### config.mk
export PLATFORM = sky130hd
export DESIGN_NAME = lab3_cache_mem_port_arbiter_flat
export DESIGN_NICKNAME = d
export VERILOG_FILES = /design/src/rtl/lab3_cache_mem_port_arbiter_if.sv /design/src/rtl/lab3_cache_mem_port_arbiter.sv /design/src/flat_wrapper.sv
export SDC_FILE = /design/constraint.sdc
export NUM_CORES = 1
export LEC_CHECK = 0
export CELL_PAD_IN_SITES_DETAIL_PLACEMENT = 1
export CELL_PAD_IN_SITES_GLOBAL_PLACEMENT = 1
export CORE_UTILIZATION = 29
export CTS_BUF_LIST = sky130_fd_sc_hd__clkbuf_4
export DETAILED_ROUTE_END_ITERATION = 7
export PLACE_DENSITY = 0.95
export RECOVER_POWER = 25
export SYNTH_ARGS = -nofsm -noshare
export SYNTH_HDL_FRONTEND = slang
export SYNTH_SLANG_ARGS = --single-unit
### constraint.sdc
create_clock -name clk -period 3.7 [get_ports clk]
set_input_delay 0.37 -clock clk [delete_from_list [all_inputs] [get_ports clk]]
set_output_delay 0.37 -clock clk [all_outputs]
set_load 0.05 [all_outputs]
### src/rtl/lab3_cache_mem_port_arbiter_if.sv
// lab3_cache_mem_port_arbiter_if: val/rdy/msg handshake channel
interface lab3_cache_mem_port_arbiter_if #(parameter int W = 77);
  logic val;
  logic rdy;
  logic [W-1:0] msg;
  modport master (output val, output msg, input rdy);
  modport slave (input val, input msg, output rdy);
endinterface

### src/rtl/lab3_cache_mem_port_arbiter.sv
// lab3_cache_mem_port_arbiter: shares one memory port between I$ (port 0) and D$ (port 1), one transaction at a time
module lab3_cache_mem_port_arbiter #(
  parameter bit p_fixed_prio = 1'b0,
  parameter bit p_init_prio = 1'b0
) (
  input logic clk,
  input logic reset,
  lab3_cache_mem_port_arbiter_if.slave req0,
  lab3_cache_mem_port_arbiter_if.master resp0,
  lab3_cache_mem_port_arbiter_if.slave req1,
  lab3_cache_mem_port_arbiter_if.master resp1,
  lab3_cache_mem_port_arbiter_if.master mem_req,
  lab3_cache_mem_port_arbiter_if.slave mem_resp,
  output logic busy
);
  typedef enum logic [1:0] {IDLE, SEND, WAIT, RESP} state_t;
  state_t state;
  logic grant_id, prio, rst_d, go, win1;
  logic mem_req_val_q, mem_resp_rdy_q, busy_q;
  logic [1:0] resp_val_q;
  logic [76:0] req_buf;
  logic [46:0] resp_buf;
  logic mem_req_val, resp0_val, resp1_val;
  // Grant only in IDLE, never during reset or the cycle right after it
  always_comb begin
    go = (state == IDLE) & ~reset & ~rst_d;
    win1 = req1.val & (~req0.val | (~p_fixed_prio & prio));
  end
  assign req0.rdy = go & req0.val & ~win1;
  assign req1.rdy = go & win1;
  assign mem_req_val = mem_req_val_q & ~reset;
  assign resp0_val = resp_val_q[0] & ~reset;
  assign resp1_val = resp_val_q[1] & ~reset;
  assign mem_req.val = mem_req_val;
  assign mem_req.msg = mem_req_val ? req_buf : '0;
  assign mem_resp.rdy = mem_resp_rdy_q & ~reset;
  assign resp0.val = resp0_val;
  assign resp0.msg = resp0_val ? resp_buf : '0;
  assign resp1.val = resp1_val;
  assign resp1.msg = resp1_val ? resp_buf : '0;
  assign busy = busy_q & ~reset;
  // Remember reset for one cycle so grants stay off on the first cycle out of reset
  always_ff @(posedge clk) rst_d <= reset;
  // Transaction FSM with registered handshake outputs
  always_ff @(posedge clk) begin
    if (reset) begin
      state <= IDLE;
      grant_id <= 1'b0;
      prio <= p_init_prio;
      mem_req_val_q <= 1'b0;
      mem_resp_rdy_q <= 1'b0;
      resp_val_q <= 2'b00;
      busy_q <= 1'b0;
      req_buf <= '0;
      resp_buf <= '0;
    end else begin
      case (state)
        IDLE: if (req0.rdy | req1.rdy) begin
          req_buf <= req1.rdy ? req1.msg : req0.msg;
          grant_id <= req1.rdy;
          mem_req_val_q <= 1'b1;
          busy_q <= 1'b1;
          state <= SEND;
        end
        SEND: if (mem_req.rdy) begin
          mem_req_val_q <= 1'b0;
          mem_resp_rdy_q <= 1'b1;
          state <= WAIT;
        end
        WAIT: if (mem_resp.val) begin
          resp_buf <= mem_resp.msg;
          mem_resp_rdy_q <= 1'b0;
          resp_val_q <= grant_id ? 2'b10 : 2'b01;
          state <= RESP;
        end
        RESP: if (grant_id ? resp1.rdy : resp0.rdy) begin
          resp_val_q <= 2'b00;
          busy_q <= 1'b0;
          if (!p_fixed_prio) prio <= ~grant_id;
          state <= IDLE;
        end
        default: state <= IDLE;
      endcase
    end
  end
endmodule

### src/flat_wrapper.sv
// flat-port wrapper written by rule: the top's interface ports become plain ports
module lab3_cache_mem_port_arbiter_flat 
#(
  parameter bit p_fixed_prio = 1'b0,
  parameter bit p_init_prio = 1'b0
)
  (clk, reset, busy, req0_val, req0_msg, req0_rdy, resp0_val, resp0_msg, resp0_rdy, req1_val, req1_msg, req1_rdy, resp1_val, resp1_msg, resp1_rdy, mem_req_val, mem_req_msg, mem_req_rdy, mem_resp_val, mem_resp_msg, mem_resp_rdy);
  lab3_cache_mem_port_arbiter_if #(.W(77)) req0_i ();
  lab3_cache_mem_port_arbiter_if #(.W(47)) resp0_i ();
  lab3_cache_mem_port_arbiter_if #(.W(77)) req1_i ();
  lab3_cache_mem_port_arbiter_if #(.W(47)) resp1_i ();
  lab3_cache_mem_port_arbiter_if #(.W(77)) mem_req_i ();
  lab3_cache_mem_port_arbiter_if #(.W(47)) mem_resp_i ();
  input logic clk;
  input logic reset;
  output logic busy;
  input wire logic [$bits(req0_i.val)-1:0] req0_val;
  input wire logic [$bits(req0_i.msg)-1:0] req0_msg;
  output wire logic [$bits(req0_i.rdy)-1:0] req0_rdy;
  output wire logic [$bits(resp0_i.val)-1:0] resp0_val;
  output wire logic [$bits(resp0_i.msg)-1:0] resp0_msg;
  input wire logic [$bits(resp0_i.rdy)-1:0] resp0_rdy;
  input wire logic [$bits(req1_i.val)-1:0] req1_val;
  input wire logic [$bits(req1_i.msg)-1:0] req1_msg;
  output wire logic [$bits(req1_i.rdy)-1:0] req1_rdy;
  output wire logic [$bits(resp1_i.val)-1:0] resp1_val;
  output wire logic [$bits(resp1_i.msg)-1:0] resp1_msg;
  input wire logic [$bits(resp1_i.rdy)-1:0] resp1_rdy;
  output wire logic [$bits(mem_req_i.val)-1:0] mem_req_val;
  output wire logic [$bits(mem_req_i.msg)-1:0] mem_req_msg;
  input wire logic [$bits(mem_req_i.rdy)-1:0] mem_req_rdy;
  input wire logic [$bits(mem_resp_i.val)-1:0] mem_resp_val;
  input wire logic [$bits(mem_resp_i.msg)-1:0] mem_resp_msg;
  output wire logic [$bits(mem_resp_i.rdy)-1:0] mem_resp_rdy;
  assign req0_i.val = req0_val;
  assign req0_i.msg = req0_msg;
  assign req0_rdy = req0_i.rdy;
  assign resp0_val = resp0_i.val;
  assign resp0_msg = resp0_i.msg;
  assign resp0_i.rdy = resp0_rdy;
  assign req1_i.val = req1_val;
  assign req1_i.msg = req1_msg;
  assign req1_rdy = req1_i.rdy;
  assign resp1_val = resp1_i.val;
  assign resp1_msg = resp1_i.msg;
  assign resp1_i.rdy = resp1_rdy;
  assign mem_req_val = mem_req_i.val;
  assign mem_req_msg = mem_req_i.msg;
  assign mem_req_i.rdy = mem_req_rdy;
  assign mem_resp_i.val = mem_resp_val;
  assign mem_resp_i.msg = mem_resp_msg;
  assign mem_resp_rdy = mem_resp_i.rdy;
  lab3_cache_mem_port_arbiter #(.p_fixed_prio(p_fixed_prio), .p_init_prio(p_init_prio)) u_core (.clk(clk), .reset(reset), .req0(req0_i), .resp0(resp0_i), .req1(req1_i), .resp1(resp1_i), .mem_req(mem_req_i), .mem_resp(mem_resp_i), .busy(busy));
endmodule
[Word-level counts from Yosys, hierarchy flattened]
Index checks and enable logic that the tools add are counted.
Widths: inputs -> output; s select.
Word-level totals
  register bits after elaboration: 134
  output and inout bits: 178
  input bits: 209
  word-level logic and storage cells: 69
Cells by class
  mux-type cells: 21
  bitwise operators: 18
  equal/unequal tests: 7
  reductions and logical operators: 13
Operators by type and width (count)
  $mux 77: 2
  $mux 47: 2
  $mux 2: 6
  $reduce_and 3->1: 4
  $and 1x1->1: 11
  $pmux 2 s4: 1
  $reduce_bool 2->1: 4
  $mux 1: 6
  $ne 2x2->1 const B: 3
  $pmux 1 s2: 3
  $reduce_and 2->1: 3
  $not 1->1: 5
  $eq 2x2->1 const B: 2
  $pmux 2 s2: 1
  $reduce_and 4->1: 1
  $eq 2x1->1 const B: 1
  $logic_not 2->1: 1
  $ne 2x1->1 const B: 1
  $or 1x1->1: 2

[Depth between registers and ports, before layout]
  depth in word-level cells: 8
  mapped depth: 9
  mapped depth without buffers: 6

[Worst setup path before layout]
OpenSTA, ideal clock, no wires.
  path kind: input port to output port
  from: in reset
  to: out mem_req_msg[44]
  arrival time: 1.729 ns
  stages: 3
  data required time: 3.330 ns
  buffers on the path: 1
  path slack: 1.601 ns
  cell sequence: nor2b_1 clkbuf_1 and2_1
Between the ends
  longest elaborated chain between the ends: 3
RTL lines
  start: declaration: line flat_wrapper.sv:15  | input logic reset;
  $not 1->1: line lab3_cache_mem_port_arbiter.sv:31  | assign mem_req_val = mem_req_val_q & ~reset;
  $and 1x1->1: line lab3_cache_mem_port_arbiter.sv:31
  via mem_req_val: line flat_wrapper.sv:29  | output wire logic [$bits(mem_req_i.val)-1:0] mem_req_val;
  $mux 77: line lab3_cache_mem_port_arbiter.sv:35  | assign mem_req.msg = mem_req_val ? req_buf : '0;
  end: declaration: line flat_wrapper.sv:30  | output wire logic [$bits(mem_req_i.msg)-1:0] mem_req_msg;
The timed path passes the listed nets, and every way through them passes these cells.

[Final worst setup path]
  from: reg u_core.state[1]
  to: out req1_rdy
Between the ends
  longest elaborated chain between the ends: 4
RTL lines
  start: declaration: line lab3_cache_mem_port_arbiter.sv:17  | state_t state;
  start signal: assignment: line lab3_cache_mem_port_arbiter.sv:47  | state <= IDLE;
  start signal: assignment: line lab3_cache_mem_port_arbiter.sv:63  | state <= SEND;
  start signal: assignment: line lab3_cache_mem_port_arbiter.sv:68  | state <= WAIT;
  $logic_not 2->1: line lab3_cache_mem_port_arbiter.sv:26  | go = (state == IDLE) & ~reset & ~rst_d;
  $and 1x1->1 (2 in series): line lab3_cache_mem_port_arbiter.sv:26
  $and 1x1->1: line lab3_cache_mem_port_arbiter.sv:30  | assign req1.rdy = go & win1;
  end: declaration: line flat_wrapper.sv:25  | output wire logic [$bits(req1_i.rdy)-1:0] req1_rdy;
No other way between the ends.

==> impl_metrics.tcl <==
set metrics [dict create \
    clock.fmax_mhz 313 \
    hpwl_um 19900 \
    critPathMaxFanout 42 \
    htreeDepth 4 \
    seqCellArea_mm2 0.00268 \
    setup_tns_ns 0 \
    clk_pin_slew_ns 0.14 \
    cap_violations 2 \
    violations "max-capacitance violations, max-slew violations" \
    hold_violations 0 \
    first_pass_iters 4 \
    critPathSlowestCell "nand3_4" \
    maxSlewViolCount 92 \
    syn_inst 806 \
    path_buf_inv 3 \
    grt_pass1_wl_um 41400 \
    die_y_um 154 \
    setup_viol_count_final 0 \
    hold_path_class "in -> reg" \
    routed_via_density 4.85 \
    synth_area_mm2 0.00670 \
    drive_gt1_share_pct 4.64 \
    arrival_ns 2.82 \
    worstPathRequired_ns 3.33 \
    dieArea_mm2 0.0237 \
    finalCriticalPeriod_ns 3.19 \
    critical_path_class "reg -> out" \
    nets 1365 \
    slew-limit-headroom_pct -33.6 \
    cts_buffer_depth 2 \
    first_iter_violations 301 \
    dr_total_vias 7053 \
    fill_cells 2575 \
    synth.area.top_cells "dfxtp_1, and2_1, mux2i_1" \
    synth_seq_cells 134 \
    yosysSeqAreaShare_pct 40.0 \
    initial_core_util_pct 29.6 \
    post-synth-top-area-cell "dfxtp_1" \
    crit_chain "inv_1 > ha_1 > nor3b_2 > nand3_4 > inv_1 > buf_12" \
    totalWireLength_um 26500 \
    final_area_mm2 0.0110 \
    place.gp.congestion 0.766 \
    clk_latency_ns 0.55 \
    coreArea_mm2 0.0226 \
    cts_setup_buffers 0 \
    cts_buffers 17 \
    post-route-period-util_pct 86.3 \
    syn_avg_cell_area_um2 8.31 \
    leakage_nw 4.39 \
    drc_errors 0 \
    cts_resized 0 \
    worst_setup_path_end_kind "output port" \
    cts_root_buf "clkbuf_4" \
    crit_top_cell "inv_1" \
    num_io_pins 387 \
    dieWidth_um 154 \
    syn2layout_area_growth_pct 64.7 \
    skew_ns 0.0180 \
    wl_per_cell_um 18.3 \
    ys_warn_count 0 \
    track_usage_pct 22.4 \
    ir_worst_vdd_mv 0.164 \
    rsz0062_at_grt "no" \
    power.density_mw_per_mm2 360 \
    std_cell_rows 55 \
    multi_input_area_mm2 0.00368 \
    hold-worst-slack_ns 0.366 \
    drt.antenna.violating_nets 0 \
    max_stage_delay_ns 0.63 \
    clock_sinks 134 \
    path_delay_family "simple AND/OR/NAND/NOR gates" \
    worst_pin_slew_ns 2.00 \
    antenna_found_initial 3 \
    status "finished, violations left" \
    grt_pass1_vias 7601 \
    portBuffers 386 \
    yosysUniqueCellTypes 28 \
    placed_area_mm2 0.0107 \
    cts_hold_buf 0 \
    cts_tree "yes" \
    grt-ovfl-total 0 \
    syn_nets 1019 \
    start_kind "flop" \
    synth.top_cell.area_share_pct 40.0 \
    grt_max_degree 87 \
]
flip-flops by register name (all words and copies together) (netlist names):
signal                 cells
u_core.busy_q              1
u_core.mem_req_val_q       1
u_core.req_buf            77
u_core.prio                1
u_core.mem_resp_rdy_q      1
u_core.state               2
u_core.rst_d               1
u_core.grant_id            1
u_core.resp_buf           47
u_core.resp_val_q          2
where the power goes:
part           internal (mW)  switching [mW]
logic                  0.486           0.575
registers               1.63           0.109
clock network          0.552           0.626
cell families (layout without fill, tap and decap cells):
logic type	after synthesis	after routing	share of synthesized area, %
other cells	0	3	0
simple gates	373	373	28.0
compound gates	141	141	13.7
flops	134	134	40.0
fa+ha+maj	4	4	0.747
mux	80	80	12.0
buf+inv	74	433	5.56
placed cells by master, fill, tap and decap left out, drive strengths merged, types with 2 or more instances in the layout:
cell,count
mux2i,79
clkinv,6
nand2,100
o21ai,3
clkbuf,21
a21oi,54
buf,13
nor2,85
bufinv,4
a211oi,79
dfxtp,134
and2,172
ha,4
inv,7
nor2b,6
nand3,2
clkdlybuf4s50,379
dlygate4sd3,2
diode,3
nand2b,5
cells in the mapped netlist (all sizes together):
master	instances
nand2	100
mux2	1
a21o	1
nor2	85
nor3b	1
a221oi	1
nor2b	6
and2b	1
o31ai	1
clkbuf	35
o31a	1
dfxtp	134
ha	4
a21oi	54
a211oi	79
buf	35
mux2i	79
o21ai	3
and2	172
and3	1
nand3	2
o211ai	1
inv	4
nand2b	5
area by class of cell:
type / count / area share, %
Antenna cell: 3 / 0.0680
Timing Repair Buffer: 397 / 35.9
Inverter: 4 / 0.136
Tap cell: 285 / 3.23
Clock inverter: 14 / 1.80
Multi-Input combinational cell: 598 / 33.3
Clock buffer: 18 / 1.22
Sequential cell: 134 / 24.3
tightest hold or removal path: stages:
cell	delay, ns
clkdlybuf4s50_1	0.40
nand2_1	0.06
a21oi_1	0.05
per-stage QoR:
stage	util, %	total power, mW	worst slack (ns)	cells
3_3_place_gp	47.3	2.75	1.10	1418
2_1_floorplan	-	2.37	1.60	806
5_1_grt	48.7	4.20	0.242	1453
4_1_cts	48.8	4.03	0.422	1450
6_report	48.7	3.98	0.508	1453
3_5_place_dp	47.3	2.83	0.967	1418
final timing paths:
kind | start | endpoint | slack (ns) | cells after the start
setup reg to reg | u_core.state[1] | u_core.req_buf[57] | 0.89 | 7
hold / removal | mem_resp_msg[29] | u_core.resp_buf[29] | 0.37 | 3
setup / recovery | u_core.state[1] | req1_rdy | 0.51 | 6
hold reg to reg | u_core.resp_buf[20] | u_core.resp_buf[20] | 0.48 | 2
layer usage:
layer	vias to the layer above	wire, um	global-route usage (%)
met2	269	13800	42.0
met3	41	1850	7.10
met5	-	0	0
li1	3382	-	-
met1	3361	10100	22.8
met4	0	822	9.14
Power figures use the tool's default switching activity.
